## src/rtl/array_mult_pkg.sv

```systemverilog
// Width constants shared by the 4x4 structural array multiplier.
package array_mult_pkg;
  localparam int M_W = 4;
  localparam int Q_W = 4;
  localparam int P_W = M_W + Q_W;
endpackage

```

## src/rtl/full_adder.sv

```systemverilog
// One-bit full adder cell used throughout the multiplier adder array.
module full_adder (
  input  logic a,
  input  logic b,
  input  logic cin,
  output logic s,
  output logic cout
);
  assign s    = a ^ b ^ cin;
  assign cout = (a & b) | (cin & (a ^ b));
endmodule

```

## src/rtl/array_mult_struct.sv

```systemverilog
// Unsigned 4x4 array multiplier: AND partial products, three 4-bit ripple rows,
// combinational product plus a registered copy with async active-low clear.
module array_mult_struct
  import array_mult_pkg::*;
(
  input  logic           clk,
  input  logic           rst_n,
  input  logic [M_W-1:0] m,
  input  logic [Q_W-1:0] q,
  output logic [P_W-1:0] p,
  output logic [P_W-1:0] p_q
);

  // Row i adds pp[i][*] to the previous row's sum shifted down one bit, with that
  // row's carry-out entering as the new MSB. Row 0 is the raw pp[0][*] vector.
  for (genvar gi = 1; gi < Q_W; gi++) begin : g_row
    for (genvar gj = 0; gj < M_W; gj++) begin : g_col
      logic a_bit;
      logic b_bit;
      logic ci;
      logic s;
      logic co;

      assign a_bit = m[gj] & q[gi];

      if (gj == 0) begin : g_lsb
        assign ci = 1'b0;
      end else begin : g_mid
        assign ci = g_row[gi].g_col[gj-1].co;
      end

      if (gi == 1) begin : g_first
        if (gj == M_W - 1) begin : g_top
          assign b_bit = 1'b0;
        end else begin : g_pp
          assign b_bit = m[gj+1] & q[0];
        end
      end else begin : g_next
        if (gj == M_W - 1) begin : g_top
          assign b_bit = g_row[gi-1].g_col[M_W-1].co;
        end else begin : g_sum
          assign b_bit = g_row[gi-1].g_col[gj+1].s;
        end
      end

      full_adder u_fa (
        .a    (a_bit),
        .b    (b_bit),
        .cin  (ci),
        .s    (s),
        .cout (co)
      );
    end
  end

  assign p[0] = m[0] & q[0];
  assign p[1] = g_row[1].g_col[0].s;
  assign p[2] = g_row[2].g_col[0].s;
  assign p[3] = g_row[3].g_col[0].s;
  assign p[4] = g_row[3].g_col[1].s;
  assign p[5] = g_row[3].g_col[2].s;
  assign p[6] = g_row[3].g_col[3].s;
  assign p[7] = g_row[3].g_col[3].co;

  always_ff @(posedge clk or negedge rst_n) begin
    if (!rst_n) p_q <= '0;
    else        p_q <= p;
  end

endmodule

```

## config.mk

```make
export PLATFORM = sky130hd
export DESIGN_NAME = array_mult_struct
export DESIGN_NICKNAME = d
export VERILOG_FILES = /design/src/rtl/array_mult_pkg.sv /design/src/rtl/full_adder.sv /design/src/rtl/array_mult_struct.sv
export SDC_FILE = /design/constraint.sdc
export NUM_CORES = 1
export LEC_CHECK = 0
export ABC_AREA = 1
export CAP_MARGIN = 20
export CORE_UTILIZATION = 25
export CTS_BUF_LIST = sky130_fd_sc_hd__clkbuf_4 sky130_fd_sc_hd__clkbuf_8
export DETAILED_ROUTE_END_ITERATION = 10
export SETUP_SLACK_MARGIN = 0.15
export SYNTH_ARGS = -nofsm -noshare
export SYNTH_HDL_FRONTEND = slang
export SYNTH_HIERARCHICAL = 1
export SYNTH_SLANG_ARGS = --single-unit
```

## constraint.sdc

```tcl
create_clock -name clk -period 9.2 [get_ports clk]
set_input_delay 1.84 -clock clk [delete_from_list [all_inputs] [get_ports clk]]
set_output_delay 1.84 -clock clk [all_outputs]
set_load 0.02 [all_outputs]
```

==> impl_metrics.yaml, run 1 <==
routing:
  via_count: 430
  drtIter0Drc: 1
  viasPerCell: 3.84
  first_pass_iters: 3
  drt_wl_total_um: 998
  drc: 0
  wl_per_cell_um: 8.91
  drtAntennaViolNets: 0
timing:
  tns_ns: 0
  setup_viol: 0
  fmax_mhz: 119
  min_period_over_period_pct: 91.2
  period_minus_slack_ns: 8.39
  finalMaxSlewViolations: 0
  rsz0062_at_grt: "false"
  hold_viol: 0
  whs_ns: 1.87
clock_network:
  clockBufferDepth: 2
  cts_tree: "yes"
  postCtsSetupRepairBufs: 0
  cts-resized-gates: 0
  ctsHoldBuffers: 0
  cts.sinks: 8
  clk_pin_slew_worst_paths_ns: 0.05
  cts_root_buf: "clkbuf_4"
  numCtsBuffers: 3
  htreeDepth: 1
placed_design:
  placed_area_um2: 861
  placedCellCount: 109
  dp_hpwl_um: 947
  io_buffers: 25
  routabilityCongestion: 0.732
layout:
  layout_commonest_cell: "clkdlybuf4s50_1"
  syn2layout_area_growth_pct: 43.2
  regMostFlops: "p_q"
  largest_reg_flops: 8
  fillers: 238
  final_cell_mix: "clkdlybuf4s50_1, nand2_1, inv_1"
  fin_util_pct: 38.8
  drive_gt1_share_pct: 3.57
  fin_area_um2: 883
  antenna_cells: 0
  nNetsFinal: 108
  reg_top3: "p_q (8)"
  fin_cells: 112
global_routing:
  use_met2_pct: 17.1
  antenna_found_initial: 0
  grt_pass1_wl_mm: 1.77
  grt_overflow_total: 0
  use_met3_pct: 2.63
  grt_pass1_vias: 486
  grt_util_all_layers_pct: 9.51
  grt_max_degree: 9
  grtUsageMet1_pct: 8.70
  busiest_layer: "met2"
synthesis:
  netlist_instances: 60
  ys_ff_latch: 8
  synthDominantCellAreaShare_pct: 38.9
  yosys-top-cells-area: "fa_1, dfrtp_1, inv_1"
  synth_area_per_cell_um2: 10.3
  yosysSeqAreaShare_pct: 32.5
  ys_types: 6
  yosys.area.top_type: "fa_1"
  yosysWarnings: 6
  syn-cell-area_um2: 617
power:
  netSwitchingPower_w: 0.0000696
  ir_drop_uv: 91.9
  netSwitchingFraction_pct: 37.4
  static-leakage-power_nw: 0.486
  intPower_w: 0.000117
  clockPowerShare_pct: 13.7
  p_comb_share_pct: 60.3
  power_density_nw_per_um2: 211
  pwr-share-seq_pct: 26.1
floorplan:
  die_w_um: 51.7
  rows: 17
  ios: 26
  die_h_um: 51.7
  dieArea_um2: 2670
  core-area_um2: 2280
  start_util_pct: 27.1
setup_path:
  cp.arrival_ns: 6.55
  crit_fanout: 4
  worstPathRequired_ns: 7.36
  critPathLaunchType: "primary input"
  worst-setup-path-type: "in2out"
  end_kind: "primary output"
run_status:
  status: "finished, final reports clean"
job:
  maxCapViolCount: 0
worst_hold_path:
  holdCritPathClass: "in2async"
==> per-layer routing <==
layer / share of wire [%] / wire [um] / vias up
met2: 55 / 545 / 17
met5: 0 / 0 / -
met4: 2.7 / 27 / 0
met1: 35 / 349 / 209
met3: 7.5 / 75 / 2
li1: - / - / 202
==> critical path: stages <==
cell and delay [ns]:
clkdlybuf4s50_1 0.46, nand2_1 0.09, inv_1 0.05, fa_1 0.43, fa_1 0.39, fa_1 0.41
fa_1 0.47, fa_1 0.42, fa_1 0.46, fa_1 0.41, fa_1 0.50, clkdlybuf4s50_1 0.60
==> cells in the mapped netlist <==
master / count
buf_4: 7
conb_1: 1
dfrtp_1: 8
fa_1: 12
inv_1: 16
nand2_1: 16
==> metrics by stage <==
stage	total power [W]	worst slack [ns]
after CTS	0.000191	0.768
final	0.000186	0.813
after detailed placement	0.000165	0.768
after floorplan	0.000124	1.88
after global placement	0.000163	0.799
after global routing	0.000202	0.624
==> layout make-up <==
class	instances	area [um2]	area share, %
multi-input combinational	32	315	35.7
timing repair buffer	25	250	28.3
sequential	8	200	22.7
inverter	16	60.1	6.80
tap	28	35.0	3.97
clock buffer	3	22.5	2.55
==> power groups by stage <==
stage               combinational (W)  clock (W)  sequential (W)
finish                       0.000112  0.0000255       0.0000486
global route                 0.000123  0.0000294       0.0000498
CTS                          0.000115  0.0000272       0.0000487
detailed placement           0.000115          0       0.0000494
global placement             0.000113          0       0.0000492
floorplan                   0.0000591          0       0.0000646
==> worst max path at each step <==
stage | startpoint | depth (start not counted) | endpoint | slack (ns)
2_1_floorplan | q[1] | 11 | p[6] | 1.88
3_3_place_gp | m[0] | 12 | p[6] | 0.80
3_5_place_dp | m[0] | 12 | p[6] | 0.77
4_1_cts | m[0] | 12 | p[6] | 0.77
5_1_grt | m[0] | 12 | p[6] | 0.62
6_report | q[1] | 12 | p[6] | 0.81
==> cells by family after synthesis <==
logic type / after synthesis / share of synthesized area (%)
buffers and inverters: 23 / 18.3
AND/OR/NAND/NOR: 16 / 9.74
adder cells (fa/ha/maj): 12 / 38.9
flip-flops: 8 / 32.5
other: 1 / 0.608
Note: power is estimated with default switching activity, not from simulation.
==> run 2: changes to the inputs <==
--- a/config.mk
+++ b/config.mk
@@ -7,9 +7,12 @@
 export LEC_CHECK = 0
 export ABC_AREA = 1
 export CAP_MARGIN = 20
-export CORE_UTILIZATION = 25
+export CORE_UTILIZATION = 46
 export CTS_BUF_LIST = sky130_fd_sc_hd__clkbuf_4 sky130_fd_sc_hd__clkbuf_8
+export CTS_CLUSTER_DIAMETER = 100
+export CTS_CLUSTER_SIZE = 30
 export DETAILED_ROUTE_END_ITERATION = 10
+export PLACE_DENSITY = 0.86
 export SETUP_SLACK_MARGIN = 0.15
 export SYNTH_ARGS = -nofsm -noshare
 export SYNTH_HDL_FRONTEND = slang
==> impl_metrics.yaml, run 2 (synthesis results as in run 1) <==
floorplan:
  dieArea_um2: 1490
  core-area_um2: 1170
  ios: 26
  start_util_pct: 52.7
  rows: 12
  die_h_um: 38.6
  die_w_um: 38.6
routing:
  first_pass_iters: 4
  wl_per_cell_um: 9.80
  drtIter0Drc: 5
  drtAntennaViolNets: 0
  via_count: 438
  viasPerCell: 4.47
  drc: 0
  drt_wl_total_um: 960
job:
  maxCapViolCount: 0
layout:
  nNetsFinal: 108
  final_cell_mix: "clkdlybuf4s50_1, nand2_1, inv_1"
  fillers: 95
  fin_cells: 98
  multi_input_area_um2: 315
  syn2layout_area_growth_pct: 40.4
  regMostFlops: "p_q"
  reg_top3: "p_q (8)"
  largest_reg_flops: 8
  layout_commonest_cell: "clkdlybuf4s50_1"
  antenna_cells: 0
  regArea_um2: 200
  drive_gt1_share_pct: 3.57
timing:
  min_period_over_period_pct: 91.6
  period_minus_slack_ns: 8.43
  fmax_mhz: 119
  tns_ns: 0
  finalMaxSlewViolations: 0
  rsz0062_at_grt: "false"
  setup_viol: 0
  hold_viol: 0
setup_path:
  path_common_cell: "fa_1"
  critPathLaunchType: "primary input"
  max_stage_delay_ns: 0.60
  cp.arrival_ns: 6.59
  cp_cell_sequence: "clkdlybuf4s50_1 > nand2_1 > inv_1 > fa_1 > fa_1 > fa_1 > fa_1 > fa_1 > fa_1 > fa_1 > fa_1 > clkdlybuf4s50_1"
  cp_slowest_cell: "clkdlybuf4s50_1"
  worstPathRequired_ns: 7.36
  worst-setup-path-type: "in2out"
  crit_fanout: 4
  end_kind: "primary output"
clock_network:
  ctsHoldBuffers: 0
  postCtsSetupRepairBufs: 0
  numCtsBuffers: 3
  cts.sinks: 8
  clk_pin_slew_worst_paths_ns: 0.05
  clockBufferDepth: 2
  cts-resized-gates: 0
  cts_root_buf: "clkbuf_4"
  cts_tree: "yes"
  htreeDepth: 1
global_routing:
  grt_pass1_vias: 410
  grt_overflow_total: 0
  grt_util_all_layers_pct: 17.1
  grt_max_degree: 9
  antenna_found_initial: 0
  grt_pass1_wl_mm: 1.61
run_status:
  status: "finished, final reports clean"
placed_design:
  io_buffers: 25
  dp_hpwl_um: 847
  placedCellCount: 95
  routabilityCongestion: 0.754
power:
  power_density_nw_per_um2: 216
  ir_drop_uv: 105
  static-leakage-power_nw: 0.486
worst_hold_path:
  holdCritPathClass: "in2async"
==> run 2: cell counts in the layout (fill, tap and decap cells not counted) <==
No cell type changed its count.
==> run 2: layout make-up <==
type	instances	area share, %
clock buffers	3	2.60
repair buffers	25	28.9
well taps	14	2.02
multi-input cells	32	36.4
inverters	16	6.94
flip-flops and latches	8	23.1
==> run 2: per-stage QoR <==
step                      setup WS [ns]  area (um2)  util [%]  hold slack [ns]  total power, W
after detailed placement          0.756         843      72.0             2.13        0.000163
after CTS                         0.747         866      73.9             1.87        0.000190
after global routing              0.615         866      73.9             1.89        0.000200
after floorplan                    1.88         628         -             1.54        0.000124
final                             0.769         866      73.9             1.86        0.000187
after global placement            0.832         843      72.0             2.13        0.000161
==> run 2: report_power, final <==
group	internal (W)	switching (W)	total, W
Clock	0.0000149	0.0000111	0.0000260
Sequential	0.0000462	0.00000230	0.0000485
Combinational	0.0000558	0.0000567	0.000112
Total	0.000117	0.0000701	0.000187
==> run 2: critical path: cells and delay by family <==
family	cells	cell delay (ns)
adders and majority gates	8	3.54
buffers and inverters	3	1.12
and+or+nand+nor	1	0.09
==> run 2: path summary, 6_finish.rpt <==
check,cells past startpoint,from,slack [ns],to
setup / recovery,12,m[0],0.77,p[6]
max in group asynchronous,1,rst_n,7.09,p_q[4]
min in group clk,3,q[0],2.25,p_q[0]
hold / removal,1,rst_n,1.86,p_q[3]
==> run 2: per-layer routing <==
layer | global-route usage [%] | part of all wire (%) | routed length [um]
met1 | 18.6 | 37 | 351
met4 | 10.3 | 0 | 0
met2 | 30.0 | 58 | 559
met5 | 0 | 0 | 0
met3 | 3.47 | 5.1 | 49
==> run 3: changes to the inputs <==
--- a/config.mk
+++ b/config.mk
@@ -7,12 +7,12 @@
 export LEC_CHECK = 0
 export ABC_AREA = 1
 export CAP_MARGIN = 20
-export CORE_UTILIZATION = 46
-export CTS_BUF_LIST = sky130_fd_sc_hd__clkbuf_4 sky130_fd_sc_hd__clkbuf_8
+export CORE_UTILIZATION = 44
+export CTS_BUF_LIST = sky130_fd_sc_hd__clkbuf_8 sky130_fd_sc_hd__clkbuf_16
 export CTS_CLUSTER_DIAMETER = 100
 export CTS_CLUSTER_SIZE = 30
 export DETAILED_ROUTE_END_ITERATION = 10
-export PLACE_DENSITY = 0.86
+export PLACE_DENSITY = 0.82
 export SETUP_SLACK_MARGIN = 0.15
 export SYNTH_ARGS = -nofsm -noshare
 export SYNTH_HDL_FRONTEND = slang
==> impl_metrics.yaml, run 3 (synthesis results as in run 1) <==
layout:
  antenna_cells: 0
  fillers: 107
  nNetsFinal: 108
  final_cell_mix: "clkdlybuf4s50_1, nand2_1, inv_1"
  regMostFlops: "p_q"
  drive_gt1_share_pct: 3.57
  reg_top3: "p_q (8)"
  largest_reg_flops: 8
  fin_util_pct: 68.1
  syn2layout_area_growth_pct: 43.6
  layout_commonest_cell: "clkdlybuf4s50_1"
placed_design:
  io_buffers: 25
  routabilityCongestion: 0.708
  pre_cts_slack_ns: 0.706
  dp_hpwl_um: 900
timing:
  rsz0062_at_grt: "false"
  fin_ws_ns: 0.746
  finalMaxSlewViolations: 0
  setup_viol: 0
  period_minus_slack_ns: 8.45
  tns_ns: 0
  hold_viol: 0
  min_period_over_period_pct: 91.9
  fmax_mhz: 118
clock_network:
  htreeDepth: 1
  cts-resized-gates: 0
  ctsHoldBuffers: 0
  cts_tree: "yes"
  clockBufferDepth: 2
  cts_root_buf: "clkbuf_8"
  clk_pin_slew_worst_paths_ns: 0.04
  numCtsBuffers: 3
  cts.sinks: 8
  postCtsSetupRepairBufs: 0
routing:
  drtIter0Drc: 4
  via_count: 422
  drt_wl_total_mm: 1.01
  first_pass_iters: 4
  viasPerCell: 4.26
  drc: 0
  drtAntennaViolNets: 0
  wl_per_cell_um: 10.2
power:
  ir_drop_uv: 112
  power_density_nw_per_um2: 231
  static-leakage-power_nw: 0.494
setup_path:
  crit_fanout: 4
  worst-setup-path-type: "in2out"
  end_kind: "primary output"
  path_common_cell: "fa_1"
  cp.arrival_ns: 6.61
  critPathLaunchType: "primary input"
  cp_cell_sequence: "clkdlybuf4s50_1 > nand2_1 > inv_1 > fa_1 > fa_1 > fa_1 > fa_1 > fa_1 > fa_1 > fa_1 > fa_1 > clkdlybuf4s50_1"
  worstPathRequired_ns: 7.36
  max_stage_delay_ns: 0.60
  cp_slowest_cell: "clkdlybuf4s50_1"
global_routing:
  grt_pass1_wl_mm: 1.61
  grt_util_all_layers_pct: 16.8
  antenna_found_initial: 0
  grt_pass1_vias: 423
  grt_max_degree: 9
  grt_overflow_total: 0
worst_hold_path:
  holdCritPathClass: "in2async"
floorplan:
  die_w_um: 39.4
  core-area_um2: 1300
  rows: 13
  start_util_pct: 47.4
  die_h_um: 39.4
  dieArea_um2: 1560
  ios: 26
job:
  maxCapViolCount: 0
run_status:
  status: "finished, final reports clean"
[run 3: where the power goes]
group | switching (W) | internal, W | total (W) | leakage (nW)
Combinational | 0.0000580 | 0.0000566 | 0.000115 | 0.375
Clock | 0.0000126 | 0.0000282 | 0.0000408 | 0.0216
Sequential | 0.00000293 | 0.0000465 | 0.0000494 | 0.0969
Total | 0.0000736 | 0.000131 | 0.000205 | 0.494
[run 3: worst max-delay path by stage]
| stage | startpoint | endpoint | slack, ns | depth (start not counted) |
|---|---|---|---|---|
| floorplan | q[1] | p[6] | 1.88 | 11 |
| global placement | q[1] | p[6] | 0.83 | 12 |
| detailed placement | q[1] | p[6] | 0.71 | 12 |
| CTS | q[1] | p[6] | 0.71 | 12 |
| global route | q[1] | p[6] | 0.54 | 12 |
| finish | q[1] | p[6] | 0.75 | 12 |
[run 3: critical path, delay by kind of cell]
family	cells	cell delay, ns
AND/OR/NAND/NOR	1	0.09
adder cells (fa/ha/maj)	8	3.56
buffers and inverters	3	1.11
[run 3: per-stage QoR]
step	instances	hold slack, ns	total power (W)	area, um2
floorplan	63	1.54	0.000124	628
global placement	96	2.13	0.000161	845
detailed placement	96	2.13	0.000167	845
CTS	99	1.89	0.000208	886
global route	99	1.91	0.000220	886
finish	99	1.88	0.000205	886
[run 3: area by class of cell]
| class | count | area, um2 | area share (%) |
|---|---|---|---|
| clock buffers | 3 | 41.3 | 4.66 |
| inverters | 16 | 60.1 | 6.78 |
| repair buffers | 25 | 250 | 28.2 |
| well taps | 15 | 18.8 | 2.12 |
| flip-flops and latches | 8 | 200 | 22.6 |
| multi-input cells | 32 | 315 | 35.6 |
[run 3: metal layers]
metal,vias to the layer above,routed length [um],global-route usage [%]
met2,25,563,30.7
met5,-,0,0
met3,3,82,6.25
met4,0,21,9.48
li1,204,-,-
met1,190,341,15.4
